**src/rtl/dcache_flush_seq_if.sv**
```systemverilog
// rtl/dcache_flush_seq_if.sv - flush request, tag read, write-back and invalidate bundle for the D$ flush walker
interface dcache_flush_seq_if #(
   parameter int NUM_SETS = 256,
   parameter int NUM_WAYS = 8
);
   localparam int IDX_W = $clog2(NUM_SETS);
   localparam int WAY_W = $clog2(NUM_WAYS);

   // flush controller side
   logic                flush_i;
   logic                flush_ack_o;
   logic                busy_o;

   // tag/status array read port
   logic                tag_req_o;
   logic [IDX_W-1:0]    tag_idx_o;
   logic                tag_gnt_i;
   logic                tag_rvalid_i;
   logic [NUM_WAYS-1:0] valid_i;
   logic [NUM_WAYS-1:0] dirty_i;

   // write-back unit
   logic                wb_req_o;
   logic [IDX_W-1:0]    wb_idx_o;
   logic [WAY_W-1:0]    wb_way_o;
   logic                wb_gnt_i;
   logic                wb_done_i;

   // set invalidate port
   logic                inval_req_o;
   logic [IDX_W-1:0]    inval_idx_o;
   logic                inval_gnt_i;

   // statistics
   logic [15:0]         wb_count_o;

   // sequencer view
   modport master (
      input  flush_i, tag_gnt_i, tag_rvalid_i, valid_i, dirty_i,
             wb_gnt_i, wb_done_i, inval_gnt_i,
      output flush_ack_o, busy_o, tag_req_o, tag_idx_o, wb_req_o, wb_idx_o,
             wb_way_o, inval_req_o, inval_idx_o, wb_count_o
   );

   // controller / cache view
   modport slave (
      output flush_i, tag_gnt_i, tag_rvalid_i, valid_i, dirty_i,
             wb_gnt_i, wb_done_i, inval_gnt_i,
      input  flush_ack_o, busy_o, tag_req_o, tag_idx_o, wb_req_o, wb_idx_o,
             wb_way_o, inval_req_o, inval_idx_o, wb_count_o
   );
endinterface

```
**src/rtl/dcache_flush_seq.sv**
```systemverilog
// rtl/dcache_flush_seq.sv - walks every D$ set, writes back dirty ways, invalidates, then acks the flush
module dcache_flush_seq #(
   parameter  int NUM_SETS = 256,
   parameter  int NUM_WAYS = 8,
   localparam int IDX_W    = $clog2(NUM_SETS),
   localparam int WAY_W    = $clog2(NUM_WAYS)
) (
   input  logic               clk_i,
   input  logic               rst_i,
   dcache_flush_seq_if.master bus
);

   localparam logic [2:0] S_IDLE       = 3'd0;
   localparam logic [2:0] S_READ_TAG   = 3'd1;
   localparam logic [2:0] S_WAIT_TAG   = 3'd2;
   localparam logic [2:0] S_WRITEBACK  = 3'd3;
   localparam logic [2:0] S_WAIT_WB    = 3'd4;
   localparam logic [2:0] S_INVALIDATE = 3'd5;
   localparam logic [2:0] S_NEXT_SET   = 3'd6;
   localparam logic [2:0] S_DONE       = 3'd7;

   localparam logic [IDX_W-1:0]    LAST_IDX = IDX_W'(NUM_SETS - 1);
   localparam logic [IDX_W-1:0]    IDX_ONE  = IDX_W'(1);
   localparam logic [NUM_WAYS-1:0] MASK_ONE = NUM_WAYS'(1);
   localparam logic [15:0]         CNT_MAX  = 16'hFFFF;

   logic [2:0]          state_q,    state_d;
   logic [IDX_W-1:0]    idx_q,      idx_d;
   logic [NUM_WAYS-1:0] mask_q,     mask_d;
   logic [15:0]         wb_count_q, wb_count_d;
   logic                holdoff_q,  holdoff_d;
   logic [WAY_W-1:0]    low_way;

   // lowest pending dirty way; scanning downward lets the last hit (lowest index) win
   always_comb begin
      low_way = '0;
      for (int w = NUM_WAYS - 1; w >= 0; w--) begin
         if (mask_q[w]) begin
            low_way = WAY_W'(w);
         end
      end
   end

   // next-state and datapath updates for the set walk
   always_comb begin
      state_d    = state_q;
      idx_d      = idx_q;
      mask_d     = mask_q;
      wb_count_d = wb_count_q;
      holdoff_d  = holdoff_q;
      case (state_q)
         S_IDLE: begin
            // holdoff only masks the single IDLE cycle right after DONE,
            // covering the controller's registered flush level still being high
            holdoff_d = 1'b0;
            if (bus.flush_i && !holdoff_q) begin
               idx_d      = '0;
               wb_count_d = '0;
               state_d    = S_READ_TAG;
            end
         end
         S_READ_TAG: begin
            if (bus.tag_gnt_i) begin
               state_d = S_WAIT_TAG;
            end
         end
         S_WAIT_TAG: begin
            if (bus.tag_rvalid_i) begin
               mask_d  = bus.valid_i & bus.dirty_i;
               state_d = ((bus.valid_i & bus.dirty_i) != '0) ? S_WRITEBACK : S_INVALIDATE;
            end
         end
         S_WRITEBACK: begin
            if (bus.wb_gnt_i) begin
               state_d = S_WAIT_WB;
            end
         end
         S_WAIT_WB: begin
            if (bus.wb_done_i) begin
               // x & (x-1) drops exactly the lowest set bit, i.e. the way just written back
               mask_d = mask_q & (mask_q - MASK_ONE);
               if (wb_count_q != CNT_MAX) begin
                  wb_count_d = wb_count_q + 16'd1;
               end
               state_d = ((mask_q & (mask_q - MASK_ONE)) != '0) ? S_WRITEBACK : S_INVALIDATE;
            end
         end
         S_INVALIDATE: begin
            if (bus.inval_gnt_i) begin
               state_d = S_NEXT_SET;
            end
         end
         S_NEXT_SET: begin
            if (idx_q == LAST_IDX) begin
               state_d = S_DONE;
            end else begin
               idx_d   = idx_q + IDX_ONE;
               state_d = S_READ_TAG;
            end
         end
         S_DONE: begin
            holdoff_d = 1'b1;
            state_d   = S_IDLE;
         end
         default: begin
            state_d = S_IDLE;
         end
      endcase
   end

   // state registers; reset aborts any walk in progress without acking
   always_ff @(posedge clk_i or posedge rst_i) begin
      if (rst_i) begin
         state_q    <= S_IDLE;
         idx_q      <= '0;
         mask_q     <= '0;
         wb_count_q <= '0;
         holdoff_q  <= 1'b0;
      end else begin
         state_q    <= state_d;
         idx_q      <= idx_d;
         mask_q     <= mask_d;
         wb_count_q <= wb_count_d;
         holdoff_q  <= holdoff_d;
      end
   end

   // all requests decode straight from the state so they hold steady through grant stalls
   assign bus.busy_o      = (state_q != S_IDLE);
   assign bus.flush_ack_o = (state_q == S_DONE);
   assign bus.tag_req_o   = (state_q == S_READ_TAG);
   assign bus.tag_idx_o   = idx_q;
   assign bus.wb_req_o    = (state_q == S_WRITEBACK);
   assign bus.wb_idx_o    = idx_q;
   assign bus.wb_way_o    = low_way;
   assign bus.inval_req_o = (state_q == S_INVALIDATE);
   assign bus.inval_idx_o = idx_q;
   assign bus.wb_count_o  = wb_count_q;

endmodule
```
**src/flat_wrapper.sv**
```systemverilog
// flat-port wrapper written by rule: the top's interface ports become plain ports
module dcache_flush_seq_flat 
#(
   parameter  int NUM_SETS = 256,
   parameter  int NUM_WAYS = 8,
   localparam int IDX_W    = $clog2(NUM_SETS),
   localparam int WAY_W    = $clog2(NUM_WAYS)
)
  (clk_i, rst_i, bus_flush_i, bus_tag_gnt_i, bus_tag_rvalid_i, bus_valid_i, bus_dirty_i, bus_wb_gnt_i, bus_wb_done_i, bus_inval_gnt_i, bus_flush_ack_o, bus_busy_o, bus_tag_req_o, bus_tag_idx_o, bus_wb_req_o, bus_wb_idx_o, bus_wb_way_o, bus_inval_req_o, bus_inval_idx_o, bus_wb_count_o);
  dcache_flush_seq_if #(.NUM_SETS(NUM_SETS), .NUM_WAYS(NUM_WAYS)) bus_i ();
  input  logic clk_i;
  input  logic rst_i;
  input wire logic [$bits(bus_i.flush_i)-1:0] bus_flush_i;
  input wire logic [$bits(bus_i.tag_gnt_i)-1:0] bus_tag_gnt_i;
  input wire logic [$bits(bus_i.tag_rvalid_i)-1:0] bus_tag_rvalid_i;
  input wire logic [$bits(bus_i.valid_i)-1:0] bus_valid_i;
  input wire logic [$bits(bus_i.dirty_i)-1:0] bus_dirty_i;
  input wire logic [$bits(bus_i.wb_gnt_i)-1:0] bus_wb_gnt_i;
  input wire logic [$bits(bus_i.wb_done_i)-1:0] bus_wb_done_i;
  input wire logic [$bits(bus_i.inval_gnt_i)-1:0] bus_inval_gnt_i;
  output wire logic [$bits(bus_i.flush_ack_o)-1:0] bus_flush_ack_o;
  output wire logic [$bits(bus_i.busy_o)-1:0] bus_busy_o;
  output wire logic [$bits(bus_i.tag_req_o)-1:0] bus_tag_req_o;
  output wire logic [$bits(bus_i.tag_idx_o)-1:0] bus_tag_idx_o;
  output wire logic [$bits(bus_i.wb_req_o)-1:0] bus_wb_req_o;
  output wire logic [$bits(bus_i.wb_idx_o)-1:0] bus_wb_idx_o;
  output wire logic [$bits(bus_i.wb_way_o)-1:0] bus_wb_way_o;
  output wire logic [$bits(bus_i.inval_req_o)-1:0] bus_inval_req_o;
  output wire logic [$bits(bus_i.inval_idx_o)-1:0] bus_inval_idx_o;
  output wire logic [$bits(bus_i.wb_count_o)-1:0] bus_wb_count_o;
  assign bus_i.flush_i = bus_flush_i;
  assign bus_i.tag_gnt_i = bus_tag_gnt_i;
  assign bus_i.tag_rvalid_i = bus_tag_rvalid_i;
  assign bus_i.valid_i = bus_valid_i;
  assign bus_i.dirty_i = bus_dirty_i;
  assign bus_i.wb_gnt_i = bus_wb_gnt_i;
  assign bus_i.wb_done_i = bus_wb_done_i;
  assign bus_i.inval_gnt_i = bus_inval_gnt_i;
  assign bus_flush_ack_o = bus_i.flush_ack_o;
  assign bus_busy_o = bus_i.busy_o;
  assign bus_tag_req_o = bus_i.tag_req_o;
  assign bus_tag_idx_o = bus_i.tag_idx_o;
  assign bus_wb_req_o = bus_i.wb_req_o;
  assign bus_wb_idx_o = bus_i.wb_idx_o;
  assign bus_wb_way_o = bus_i.wb_way_o;
  assign bus_inval_req_o = bus_i.inval_req_o;
  assign bus_inval_idx_o = bus_i.inval_idx_o;
  assign bus_wb_count_o = bus_i.wb_count_o;
  dcache_flush_seq #(.NUM_SETS(NUM_SETS), .NUM_WAYS(NUM_WAYS)) u_core (.clk_i(clk_i), .rst_i(rst_i), .bus(bus_i));
endmodule
```
**config.mk**
```make
export PLATFORM = sky130hd
export DESIGN_NAME = dcache_flush_seq_flat
export DESIGN_NICKNAME = d
export VERILOG_FILES = /design/src/rtl/dcache_flush_seq_if.sv /design/src/rtl/dcache_flush_seq.sv /design/src/flat_wrapper.sv
export SDC_FILE = /design/constraint.sdc
export NUM_CORES = 1
export LEC_CHECK = 0
export BUFFER_PORTS_ARGS = -buffer_cell sky130_fd_sc_hd__buf_2
export CAP_MARGIN = 5
export CORE_UTILIZATION = 25
export CTS_CLUSTER_SIZE = 16
export DETAILED_ROUTE_END_ITERATION = 7
export PLACE_DENSITY_LB_ADDON = 0.15
export SYNTH_ARGS = -nofsm -noshare
export SYNTH_HDL_FRONTEND = slang
export SYNTH_SLANG_ARGS = --single-unit
```
**constraint.sdc**
```tcl
create_clock -name clk_i -period 2.55 [get_ports clk_i]
set_input_delay 0.765 -clock clk_i [delete_from_list [all_inputs] [get_ports clk_i]]
set_output_delay 0.765 -clock clk_i [all_outputs]
set_load 0.02 [all_outputs]
```
==> out/metrics.yaml <==
status: "complete, no violations"
wirelength_um: 6110
dp_hpwl_um: 4580
hold_class: "flop to flop"
worst-path-max-fanout: 8
maxCapViolations: 0
grt_max_degree: 37
crit_type: "flop to output pin"
die_area_sq_um: 9520
synth-seq-cells: 36
yosysUniqueCellTypes: 53
ant_nets: 0
cts_root_buf: "clkbuf_8"
ff2ff_path_depth: 5
yosys.area.top_type: "dfrtp_1"
yosysSeqAreaShare_pct: 39.5
fin_cells: 440
vias_per_cell: 4.90
syn_to_final_growth_pct: 22.7
whs_path_depth: 1
ys_warn_count: 0
htreeDepth: 2
core_sq_um: 8760
antenna_found_initial: 0
ctsHoldBuffers: 0
first_global_vias: 2081
die_w_um: 97.5
cp-start-kind: "flop"
skew_ns: 0.00805
placed_cells: 432
hold_violations: 0
drt_pass1_iterations: 5
nNetsFinal: 357
power.total_mw: 2.97
rsz0062_at_grt: "false"
syn-instance-count: 268
cts_tree: "yes"
synth_area_sq_um: 2280
layout_min_cycle_time_ns: 2.49
num_vias: 2158
endpoint_kind: "output pin"
clk_pin_slew_worst_paths_ns: 0.08
track_usage_pct: 13.5
r2r-end: "u_core.bus.wb_count_o[2]"
rows: 34
synth_top_cell_area_share_pct: 39.5
fin_util_pct: 32.0
syn_avg_cell_area_sq_um: 8.52
grt_pass1_wl_um: 10400
setup_ws_ns: 0.0565
place_congestion: 0.777
cts_resized: 0
clockBufferDepth: 2
peakVddDrop_uv: 309
arrival_ns: 1.73
synth_most_common_cell: "dfrtp_1"
drt_iter0_drc: 99
r2r_setup_slack_ns: 0.34
holdPathEnd: "u_core.bus.wb_count_o[5]"
async_flop_share_pct: 100
diodes: 0
drt-wirelength-per-cell_um: 13.9
drc: 0
synth_edf_count: 0
dieHeight_um: 97.5
ys_top_cells_by_area: "dfrtp_1 (39%), o21ai_0 (5.5%), buf_4 (5.3%)"
worstMarginPinSlew_ns: 0.617
gr-total-overflow: 0
fin_setup_tns_ns: 0
worstHoldStart: "u_core.bus.wb_count_o[5]"
slew_viol_final: 0
post_cts_buffers: 0
pwr_density_cell_nw_per_um2: 1060
crit_start: "u_core.mask_q[0]"
p_leak_nw: 1.33
cts_sinks: 36
clk_latency_ns: 0.28
cts_buffers: 5
drive_gt1_share_pct: 30.1
r2r_start: "u_core.state_q[2]"
clock.fmax_mhz: 401
maxSlewHeadroom_pct: 58.7
ios: 72
port_buffers: 71
synthTopCellsByCount: "dfrtp_1 (36), nand2_1 (31), nor2_1 (26)"
syn_nets: 294
finalSetupViolations: 0
min_period_over_period_pct: 97.8
start_util_pct: 26.0
cp.required_ns: 1.79
pre_cts_ws_ns: 0.207
synth_ff_type: "dfrtp_1"
## worst max path at each step
stage	endpoint	slack, ns	cells after the start
3_3_place_gp	u_core.state_q[1]	0.22	6
2_1_floorplan	bus_flush_ack_o	0.25	4
4_1_cts	bus_wb_way_o[2]	0.02	3
5_1_grt	bus_wb_way_o[2]	0.005	3
6_report	bus_wb_way_o[2]	0.06	3
3_5_place_dp	u_core.state_q[2]	0.21	6
## layout make-up
| type | instances | area, sq um |
|---|---|---|
| fillers | 948 | 5960 |
| multi-input cells | 199 | 1200 |
| inverters | 9 | 33.8 |
| clock inverters | 2 | 35.0 |
| flip-flops and latches | 36 | 903 |
| well taps | 108 | 135 |
| clock buffers | 6 | 72.6 |
| repair buffers | 80 | 423 |
## power by group
part	switching, mW	internal [mW]	total, mW	leakage [nW]
Combinational	0.933	0.608	1.54	0.792
Sequential	0.212	0.716	0.928	0.480
Clock	0.211	0.290	0.502	0.0552
Total	1.36	1.61	2.97	1.33
## logic make-up (layout without fill, tap and decap cells)
group,Yosys count,after routing,share of synthesized area [%]
XOR/XNOR,9,9,3.45
multiplexers,2,2,0.932
AND/OR/NAND/NOR,108,108,23.2
flip-flops,36,36,39.5
adder cells (fa/ha/maj),2,2,1.10
AO/OA/AOI/OAI,78,78,23.7
buffers and inverters,33,97,8.06
## worst max-delay path, cell delays in order, from the launching register on
cell	delay, ns
dfrtp_2	0.45
or4_2	0.66
a21oi_1	0.15
buf_2	0.18
## registers in the layout (all words and copies together) (netlist names)
| register | count |
|---|---|
| u_core.holdoff_q | 1 |
| u_core.bus.wb_count_o | 16 |
| u_core.mask_q | 8 |
| u_core.bus.inval_idx_o | 8 |
| u_core.state_q | 3 |
## stage by stage
| stage | hold slack (ns) | instance area, sq um |
|---|---|---|
| CTS | 0.526 | 2800 |
| floorplan | 0.474 | 2280 |
| global placement | 0.494 | 2690 |
| global route | 0.559 | 2800 |
| finish | 0.525 | 2800 |
| detailed placement | 0.506 | 2690 |
## routing by layer
metal,wire length (um),track usage (%),vias to the layer above
met1,3050,18.6,1016
li1,-,-,1096
met2,2820,21.4,44
met4,49,3.85,0
met5,0,0,-
met3,190,2.59,2
## cell usage in the layout (no fill, tap or decap), drive strengths merged, types with 4 or more instances in the layout
cell type | Yosys | layout
a211o | 4 | 4
a211oi | 5 | 5
a21oi | 9 | 9
and2 | 4 | 4
buf | 17 | 80
clkbuf | 7 | 6
dfrtp | 36 | 36
inv | 8 | 8
nand2 | 31 | 31
nand3 | 13 | 13
nand4 | 9 | 9
nor2 | 26 | 26
nor3 | 6 | 6
nor3b | 4 | 4
o211ai | 4 | 4
o21ai | 25 | 25
o31ai | 5 | 5
o41ai | 4 | 4
or4 | 4 | 4
xnor2 | 5 | 5
xor2 | 4 | 4
Power figures use the tool's default switching activity.
